--- config.mk ---
export PLATFORM = sky130hd
export DESIGN_NAME = pcie_rq_np_gate
export DESIGN_NICKNAME = d
export VERILOG_FILES = /design/src/rtl/pcie_rq_np_gate.sv
export SDC_FILE = /design/constraint.sdc
export NUM_CORES = 2
export LEC_CHECK = 0
export BUFFER_PORTS_ARGS = -buffer_cell sky130_fd_sc_hd__buf_2
export CORE_AREA = 10 10 290 292
export CTS_BUF_LIST = sky130_fd_sc_hd__clkbuf_4
export DETAILED_ROUTE_END_ITERATION = 10
export DIE_AREA = 0 0 300 302
export HOLD_SLACK_MARGIN = 0.05
export SYNTH_ARGS = -nofsm -noshare
export SYNTH_HDL_FRONTEND = slang
export SYNTH_SLANG_ARGS = --single-unit
--- constraint.sdc ---
create_clock -name pcie_clk -period 6.53 [get_ports pcie_clk]
set_input_delay 0.3265 -clock pcie_clk [delete_from_list [all_inputs] [get_ports pcie_clk]]
set_output_delay 0.3265 -clock pcie_clk [all_outputs]
set_load 0.01 [all_outputs]
--- src/rtl/pcie_rq_np_gate.sv ---
// Requester-request flow-control gate: admits non-posted TLPs only with sufficient NP credit
// and after a hold-off window, passes packets atomically, and registers the output through a 2-entry skid buffer.
module pcie_rq_np_gate #(
  parameter int MIN_NPH = 2,
  parameter int MIN_NPD = 2,
  parameter int HOLDOFF = 4
) (
  input  logic         pcie_clk,
  input  logic         pcie_reset,
  input  logic [255:0] in_rq_tdata,
  input  logic [59:0]  in_rq_tuser,
  input  logic [7:0]   in_rq_tkeep,
  input  logic         in_rq_tlast,
  input  logic         in_rq_tvalid,
  output logic         in_rq_tready,
  output logic [255:0] out_rq_tdata,
  output logic [59:0]  out_rq_tuser,
  output logic [7:0]   out_rq_tkeep,
  output logic         out_rq_tlast,
  output logic         out_rq_tvalid,
  input  logic         out_rq_tready,
  input  logic [1:0]   pcie_tfc_nph_av,
  input  logic [1:0]   pcie_tfc_npd_av,
  input  logic         stat_clear,
  output logic [31:0]  stat_np_pkts,
  output logic [31:0]  stat_p_pkts,
  output logic [31:0]  stat_gate_cycles
);

  localparam int BW = 325;

  typedef enum logic [0:0] {ST_IDLE = 1'b0, ST_PASS = 1'b1} state_t;

  function automatic logic is_posted(input logic [3:0] t);
    return (t == 4'b0001) || (t[3:2] == 2'b11);
  endfunction

  function automatic logic needs_npd(input logic [3:0] t);
    logic r;
    case (t)
      4'b0011, 4'b0100, 4'b0101, 4'b0110, 4'b1010, 4'b1011: r = 1'b1;
      default: r = 1'b0;
    endcase
    return r;
  endfunction

  state_t          state_r, state_nxt_s;
  logic [1:0]      count_r, count_nxt_s;
  logic            full_r;
  logic            out_valid_r;
  logic [3:0]      holdoff_r;
  logic [BW-1:0]   head_r, tail_r;
  logic [BW-1:0]   in_beat_s;
  logic [3:0]      req_type_s;
  logic            sop_posted_s, gate_open_s, in_ready_s;
  logic            push_s, pop_s, sop_accept_s, np_sop_accept_s, gate_block_s;
  logic [31:0]     np_pkts_r, p_pkts_r, gate_cycles_r;

  assign req_type_s   = in_rq_tdata[78:75];
  assign sop_posted_s = is_posted(req_type_s);
  assign in_beat_s    = {in_rq_tdata, in_rq_tuser, in_rq_tkeep, in_rq_tlast};

  // Admission gate for an SOP presented in IDLE
  always_comb begin
    gate_open_s = 1'b0;
    if (sop_posted_s) begin
      gate_open_s = 1'b1;
    end else if (({1'b0, pcie_tfc_nph_av} >= 3'(MIN_NPH)) && (holdoff_r == 4'd0) &&
                 (!needs_npd(req_type_s) || ({1'b0, pcie_tfc_npd_av} >= 3'(MIN_NPD)))) begin
      gate_open_s = 1'b1;
    end else begin
      gate_open_s = 1'b0;
    end
  end

  // Ready never depends on the downstream ready, only on the registered full flag
  assign in_ready_s      = ~full_r & ~pcie_reset & ((state_r == ST_PASS) | gate_open_s);
  assign push_s          = in_rq_tvalid & in_ready_s;
  assign pop_s           = out_valid_r & out_rq_tready;
  assign sop_accept_s    = push_s & (state_r == ST_IDLE);
  assign np_sop_accept_s = sop_accept_s & ~sop_posted_s;
  assign gate_block_s    = (state_r == ST_IDLE) & in_rq_tvalid & ~sop_posted_s & ~full_r & ~gate_open_s;

  // Packet-atomic control FSM next state
  always_comb begin
    state_nxt_s = state_r;
    case (state_r)
      ST_IDLE: begin
        if (push_s && !in_rq_tlast) state_nxt_s = ST_PASS;
        else                        state_nxt_s = ST_IDLE;
      end
      ST_PASS: begin
        if (push_s && in_rq_tlast) state_nxt_s = ST_IDLE;
        else                       state_nxt_s = ST_PASS;
      end
      default: state_nxt_s = ST_IDLE;
    endcase
  end

  // Skid buffer occupancy next value
  always_comb begin
    count_nxt_s = count_r;
    case ({push_s, pop_s})
      2'b10:   count_nxt_s = count_r + 2'd1;
      2'b01:   count_nxt_s = count_r - 2'd1;
      default: count_nxt_s = count_r;
    endcase
  end

  // FSM state register
  always_ff @(posedge pcie_clk) begin
    if (pcie_reset) state_r <= ST_IDLE;
    else            state_r <= state_nxt_s;
  end

  // Skid buffer storage; head entry drives the outputs directly
  always_ff @(posedge pcie_clk) begin
    if (pcie_reset) begin
      count_r     <= 2'd0;
      full_r      <= 1'b0;
      out_valid_r <= 1'b0;
      head_r      <= '0;
      tail_r      <= '0;
    end else begin
      count_r     <= count_nxt_s;
      full_r      <= (count_nxt_s == 2'd2);
      out_valid_r <= (count_nxt_s != 2'd0);
      case ({push_s, pop_s})
        2'b10: begin
          if (count_r == 2'd0) head_r <= in_beat_s;
          else                 tail_r <= in_beat_s;
        end
        2'b01: head_r <= tail_r;
        2'b11: begin
          if (count_r == 2'd1) begin
            head_r <= in_beat_s;
          end else begin
            head_r <= tail_r;
            tail_r <= in_beat_s;
          end
        end
        default: begin
          head_r <= head_r;
          tail_r <= tail_r;
        end
      endcase
    end
  end

  // NP hold-off window counter
  always_ff @(posedge pcie_clk) begin
    if (pcie_reset)             holdoff_r <= 4'd0;
    else if (np_sop_accept_s)   holdoff_r <= 4'(HOLDOFF);
    else if (holdoff_r != 4'd0) holdoff_r <= holdoff_r - 4'd1;
    else                        holdoff_r <= holdoff_r;
  end

  // Statistics counters; clear wins over a same-cycle increment
  always_ff @(posedge pcie_clk) begin
    if (pcie_reset || stat_clear) begin
      np_pkts_r     <= 32'd0;
      p_pkts_r      <= 32'd0;
      gate_cycles_r <= 32'd0;
    end else begin
      if (np_sop_accept_s)                 np_pkts_r     <= np_pkts_r + 32'd1;
      if (sop_accept_s && sop_posted_s)    p_pkts_r      <= p_pkts_r + 32'd1;
      if (gate_block_s)                    gate_cycles_r <= gate_cycles_r + 32'd1;
    end
  end

  assign in_rq_tready     = in_ready_s;
  assign out_rq_tvalid    = out_valid_r;
  assign {out_rq_tdata, out_rq_tuser, out_rq_tkeep, out_rq_tlast} = head_r;
  assign stat_np_pkts     = np_pkts_r;
  assign stat_p_pkts      = p_pkts_r;
  assign stat_gate_cycles = gate_cycles_r;

endmodule

* Word level (Yosys, flattened, before mapping)
Cells that the tools add are included.
** Storage, ports and cells
- Bits in writable memories :: 0
- Memories kept :: 0
- Flip-flop bits (word level) :: 755
- Memory bits (read-only) :: 0
- Bits in latches :: 0
- Output and inout bits :: 423
- Logic and storage cells :: 88
** Operators by class
- Div/mod/pow operators :: 0
- Magnitude comparators :: 2
- Shift-type cells :: 0
- Bitwise operators :: 16
- Mux-type cells :: 16
- Reduce and logical (&&, ||, !) cells :: 21
- Equal/unequal tests :: 16
- $mul :: 0
- Add/sub/neg operators :: 6
** Operator list (number)
- $mux W325 :: 4
- $pmux W325 S3 :: 1
- $pmux W325 S2 :: 1
- $add A32 B1 Y32 const B :: 3
- $eq A4 B3 Y1 const B :: 3
- $and A1 B1 Y1 :: 10
- $eq A2 B2 Y1 const B :: 4
- $eq A4 B4 Y1 const B :: 2
- $mux W1 :: 6
- $mux W3 :: 2
- $ne A2 B2 Y1 const B :: 3
- $reduce_bool A2 Y1 :: 3
- $reduce_or A6 Y1 :: 1
- $logic_and A1 B1 Y1 :: 5
- $not A1 Y1 :: 5
- $eq A2 B1 Y1 const B :: 2
- $eq A4 B1 Y1 const B :: 1
- $eq A4 B2 Y1 const B :: 1
- $ge A2 B2 Y1 const B :: 2
- $logic_not A4 Y1 :: 1
- $pmux W2 S2 :: 1
- $reduce_bool A4 Y1 :: 1
- $sub A4 B1 Y4 const B :: 1
- $logic_or A1 B1 Y1 :: 3
- 10 further kinds :: 11

* Longest topological paths before layout
- Depth in word-level cells :: 15
- Mapped depth :: 17

* Least setup slack after synthesis
Ideal clock, no wire load.
- Path type :: input -> register
- Start point :: input in_rq_tdata[77]
- End point :: register tail_r[274]
- Path buffers :: 5
- Arrival time :: 3.518 ns
- Setup slack :: 2.942 ns
- Stages :: 16
- Path through :: clkbuf_1 nor4b_1 a211oi_1 o21ai_0 clkbuf_1 nor2_1 nor3_1 ha_1 nand2_1 o21ai_0 nand2b_1 clkbuf_1 clkbuf_1 buf_1 nand2_1 a21oi_1
** Between the ends
- Cells in the longest elaborated chain, start to end :: 15
- Elaborated cells between the ends (all ways) :: 27
- Classes of those cells :: 12 x eq/ne; 5 x mux; 3 x bitwise; 7 x reduce/logical
** Ends and longest elaborated chain
- start: declaration :: RTL line 10 : input logic [255:0] in_rq_tdata,
- $eq A4 B2 Y1 (tied with other cells) :: RTL line 40 : case (t)
- $reduce_or A6 Y1 :: RTL line 40
- $mux W1 :: RTL line 40
- $mux W1 :: RTL line 66 : if (sop_posted_s) begin
- $logic_not A1 Y1 :: RTL line 69 : (!needs_npd(req_type_s) || ({1'b0, pcie_tfc_npd_av} >= 3'(MIN_NPD)))) begin
- $logic_or A1 B1 Y1 :: RTL line 69
- $logic_and A1 B1 Y1 :: RTL line 68 : end else if (({1'b0, pcie_tfc_nph_av} >= 3'(MIN_NPH)) && (holdoff_r == 4'd0) &&
- $mux W1 :: RTL line 68
- $mux W1 (*) :: RTL line 66
- $or A1 B1 Y1 (*) :: RTL line 77 : assign in_ready_s = ~full_r & ~pcie_reset & ((state_r == ST_PASS) | gate_open_s);
- $and A1 B1 Y1 (*) :: RTL line 77
- $and A1 B1 Y1 (*) :: RTL line 78 : assign push_s = in_rq_tvalid & in_ready_s;
- $eq A2 B2 Y1 :: RTL line 128 : case ({push_s, pop_s})
- $ne A2 B2 Y1 (no line) / $reduce_bool A2 Y1 (equally long branches)
- $reduce_and A3 Y1 (no line)
- end signal: assignment :: RTL line 131 : else tail_r <= in_beat_s;
- end signal: assignment :: RTL line 139 : tail_r <= in_beat_s;
- end signal: assignment :: RTL line 144 : tail_r <= tail_r;
- end: declaration :: RTL line 52 : logic [BW-1:0] head_r, tail_r;
Mark *: on every way between the ends. The rest lies on a longest branch, timed or not. The select of a mux whose other input is x is not followed.
A chain may end at the register's enable or synchronous reset.

* Worst setup path in the final report
- Start point :: register holdoff_r[0]
- End point :: register tail_r[140]
** Between the ends
- Cells in the longest elaborated chain, start to end :: 11
- Elaborated cells between the ends (all ways) :: 15
- Classes of those cells :: 4 x eq/ne; 3 x mux; 3 x bitwise; 5 x reduce/logical
** Ends and longest elaborated chain
- start: declaration :: RTL line 51 : logic [3:0] holdoff_r;
- start signal: assignment :: RTL line 153 : else if (np_sop_accept_s) holdoff_r <= 4'(HOLDOFF);
- start signal: assignment :: RTL line 154 : else if (holdoff_r != 4'd0) holdoff_r <= holdoff_r - 4'd1;
- start signal: assignment :: RTL line 155 : else holdoff_r <= holdoff_r;
- $logic_not A4 Y1 (*) :: RTL line 68
- $logic_and A1 B1 Y1 (*) (2 in series) :: RTL line 68
- $mux W1 (*) :: RTL line 68
- $mux W1 (*) :: RTL line 66
- $or A1 B1 Y1 (*) :: RTL line 77
- $and A1 B1 Y1 (*) :: RTL line 77
- $and A1 B1 Y1 (*) :: RTL line 78
- $eq A2 B2 Y1 :: RTL line 128
- $ne A2 B2 Y1 (no line) / $reduce_bool A2 Y1 (equally long branches)
- $reduce_and A3 Y1 (no line)
Mark *: on every way between the ends. The rest lies on a longest branch, timed or not.

==> results_dict.tcl <==
set metrics [dict create \
    status "finished clean" \
    period_share 0.708 \
    cts_tree "done" \
    syn_area_um2 29200 \
    yosys-top-cells-area "dfxtp_1, a221oi_1, nand2_1" \
    required_ns 7.46 \
    num_rows 103 \
    grt.overflow.total 0 \
    yosys_warnings 0 \
    antenna_found_initial 26 \
    numCtsBuffers 204 \
    setup-violations-final 0 \
    critPathSlowestCell "nand2b_4" \
    fin_skew_ns 0.0789 \
    maxSlewViolCount 0 \
    syn_nets 3876 \
    path_cells "inv_1 > ha_1 > nor4bb_1 > a211oi_1 > o21ai_4 > nor2_1 > nor3_1 > ha_1 > nand2_1 > o21ai_0 > nand2b_4 > buf_12 > nand2_1 > a21oi_1 > dlygate4sd3_1" \
    dr.pass1.iters 8 \
    area_growth_pct 47.0 \
    cp_top_family "simple AND/OR/NAND/NOR gates" \
    dp_hpwl_um 71100 \
    nNetsFinal 5221 \
    grt_util_all_layers 0.245 \
    synth_edf_count 0 \
    dieArea_um2 90600 \
    ir_worst_vdd_uv 226 \
    endpoint_kind "flop" \
    io_pins 757 \
    leakage_nw 17.2 \
    grt_pass1_vias 31600 \
    synth-seq-cells 755 \
    grt_max_degree 196 \
    drv_cap 0 \
    synthArstFlopShare 0 \
    ctsResizeCount 0 \
    syn_avg_cell_area_um2 8.28 \
    crit_path_start_kind "flop" \
    final.min_clock_period_ns 4.62 \
    ant_nets 0 \
    synth_top_area_cell "dfxtp_1" \
    die_w_um 300 \
    wl_per_cell_um 19.3 \
    clock.fmax_ghz 0.216 \
    critPathMaxFanout 55 \
    drc 0 \
    coreArea_um2 78400 \
    hold_violations 0 \
    grt_pass1_wl_um 181000 \
    final_area_um2 43000 \
    die_h_um 302 \
    worst_pin_slew_ns 1.41 \
    ys_seq_area_frac 0.517 \
    hp-class "primary input to flop" \
    yosys.cell_types.count 58 \
    drt-initial-drc-count 2419 \
    clock_path_buffers 3 \
    cp.arrival_ns 5.55 \
    relSlewSlack 0.0629 \
    postSynthCellCount 3533 \
    drive_above_1_share 0.226 \
    num_vias 32400 \
    ys.flop_type "dfxtp_1" \
    cts.htree.levels 4 \
    setup-tns-final_ns 0 \
    clk_pin_slew_ns 0.07 \
    root_buffer "clkbuf_4" \
    drt_wl_total_um 118000 \
    placed_cell_area_um2 33700 \
    clock_latency_ns 1.03 \
    port_buffers 754 \
    initial_core_util 0.373 \
    final.fill_count 7216 \
    crit_buf_inv 3 \
    synth.top_cell.area_share 0.517 \
    criticalPathCategory "flop to flop" \
    viasPerCell 5.31 \
    post-cts-setup-buffers 0 \
    cp_slowest_stage_delay_ns 0.79 \
    cellPowerDensity_nw_per_um2 333 \
    rsz0062_at_grt "false" \
    gp_congestion 0.839 \
    clock_sinks 755 \
]
[kinds of logic (layout without fill, tap and decap cells)]
logic type | after synthesis | in the layout | synth area share
mux | 6 | 6 | 0.00210
simple gates | 1579 | 1579 | 0.234
buf+inv | 341 | 1824 | 0.0443
fa+ha+maj | 9 | 9 | 0.00385
other cells | 0 | 25 | 0
flops | 755 | 755 | 0.517
xor+xnor | 34 | 34 | 0.0102
compound gates | 809 | 809 | 0.189
[worst paths after layout]
check,from,to,slack (ns),depth (start not counted)
max reg2reg,holdoff_r[0],tail_r[140],1.91,15
min,in_rq_tdata[25],head_r[94],0.19,4
max,holdoff_r[0],tail_r[140],1.91,15
min reg2reg,tail_r[200],tail_r[200],0.45,2
[cell type report]
| type | count | area [µm²] | area share |
|---|---|---|---|
| antenna | 25 | 62.6 | 0.00146 |
| clock buffer | 297 | 2230 | 0.0519 |
| clock inverter | 47 | 324 | 0.00754 |
| inverter | 20 | 75.1 | 0.00175 |
| multi-input combinational | 2437 | 12900 | 0.300 |
| sequential | 755 | 15100 | 0.352 |
| tap | 1050 | 1310 | 0.0306 |
| timing repair buffer | 1460 | 11000 | 0.255 |
[where the power goes]
part	total (mW)	switching (mW)	leakage, nW	internal (mW)
Clock	4.22	2.08	1.52	2.14
Sequential	5.84	0.420	6.15	5.42
Combinational	4.27	2.66	9.51	1.61
[placed cells by master (no fill, tap or decap), drive strengths merged, types with 26 or more instances in the layout]
master	instances
nand2	688
clkinv	33
a221oi	325
dfxtp	755
inv	31
buf	796
a21oi	380
nand3	36
clkbuf	297
o21ai	26
dlygate4sd3	664
nor2	375
nand4	29
nor3	339
[worst min-delay path: cells and delay by family]
family                 cells  cell delay, ns
buffers and inverters      2            0.65
AOI/OAI and AO/OA          1            0.07
and+or+nand+nor            1            0.12
[registers in the layout, summed over array words and instances (netlist names), named ones only]
register / count
head_r: 325
tail_r: 325
stat_gate_cycles: 32
stat_np_pkts: 32
stat_p_pkts: 32
holdoff_r: 4
count_r: 2
full_r: 1
out_rq_tvalid: 1
[cells in the mapped netlist, types with 2 or more instances]
master,n
dfxtp_1,755
nand2_1,688
a21oi_1,380
nor2_1,375
nor3_1,339
a221oi_1,325
clkbuf_1,299
nand3_1,36
nand4_1,29
o21ai_0,25
o31ai_1,24
or4_1,24
xnor2_1,22
buf_1,20
inv_1,20
or3_1,20
nor4_1,15
xor2_1,12
and3_1,11
o21a_1,11
and4_1,10
ha_1,9
a211oi_1,8
o31a_1,7
nor2b_1,6
a2111oi_0,5
mux2i_1,5
nand2b_1,5
a31o_2,4
and2_1,4
or2_2,4
a211o_1,3
nand4b_1,3
a21o_1,2
buf_6,2
nand3b_1,2
o2111ai_1,2
o211ai_1,2
[timing repair]
| action | 4_1_cts | 5_1_grt |
|---|---|---|
| endpoints found under the hold margin | 713 | 0 |
| hold buffers | 664 | 0 |
| setup endpoints to repair | 0 | 0 |
[per-stage QoR]
step,util,cells,hold slack (ns),worst slack (ns),power (mW)
global placement,0.430,5058,0.441,2.46,9.74
CTS,0.548,6066,0.0502,1.86,14.4
floorplan,-,3533,0.423,2.94,8.15
finish,0.549,6091,0.191,1.91,14.3
detailed placement,0.430,5058,0.446,2.39,9.80
global route,0.548,6087,0.0822,1.55,15.2
[routing by layer]
metal / GRT usage / vias up / wire length, µm
met1: 0.279 / 15400 / 45300
met2: 0.404 / 1254 / 57100
met4: 0.142 / 10 / 6120
met3: 0.0736 / 308 / 9160
li1: - / 15400 / -
met5: 0 / - / 65
No activity file was read; power rests on OpenSTA's default activity.
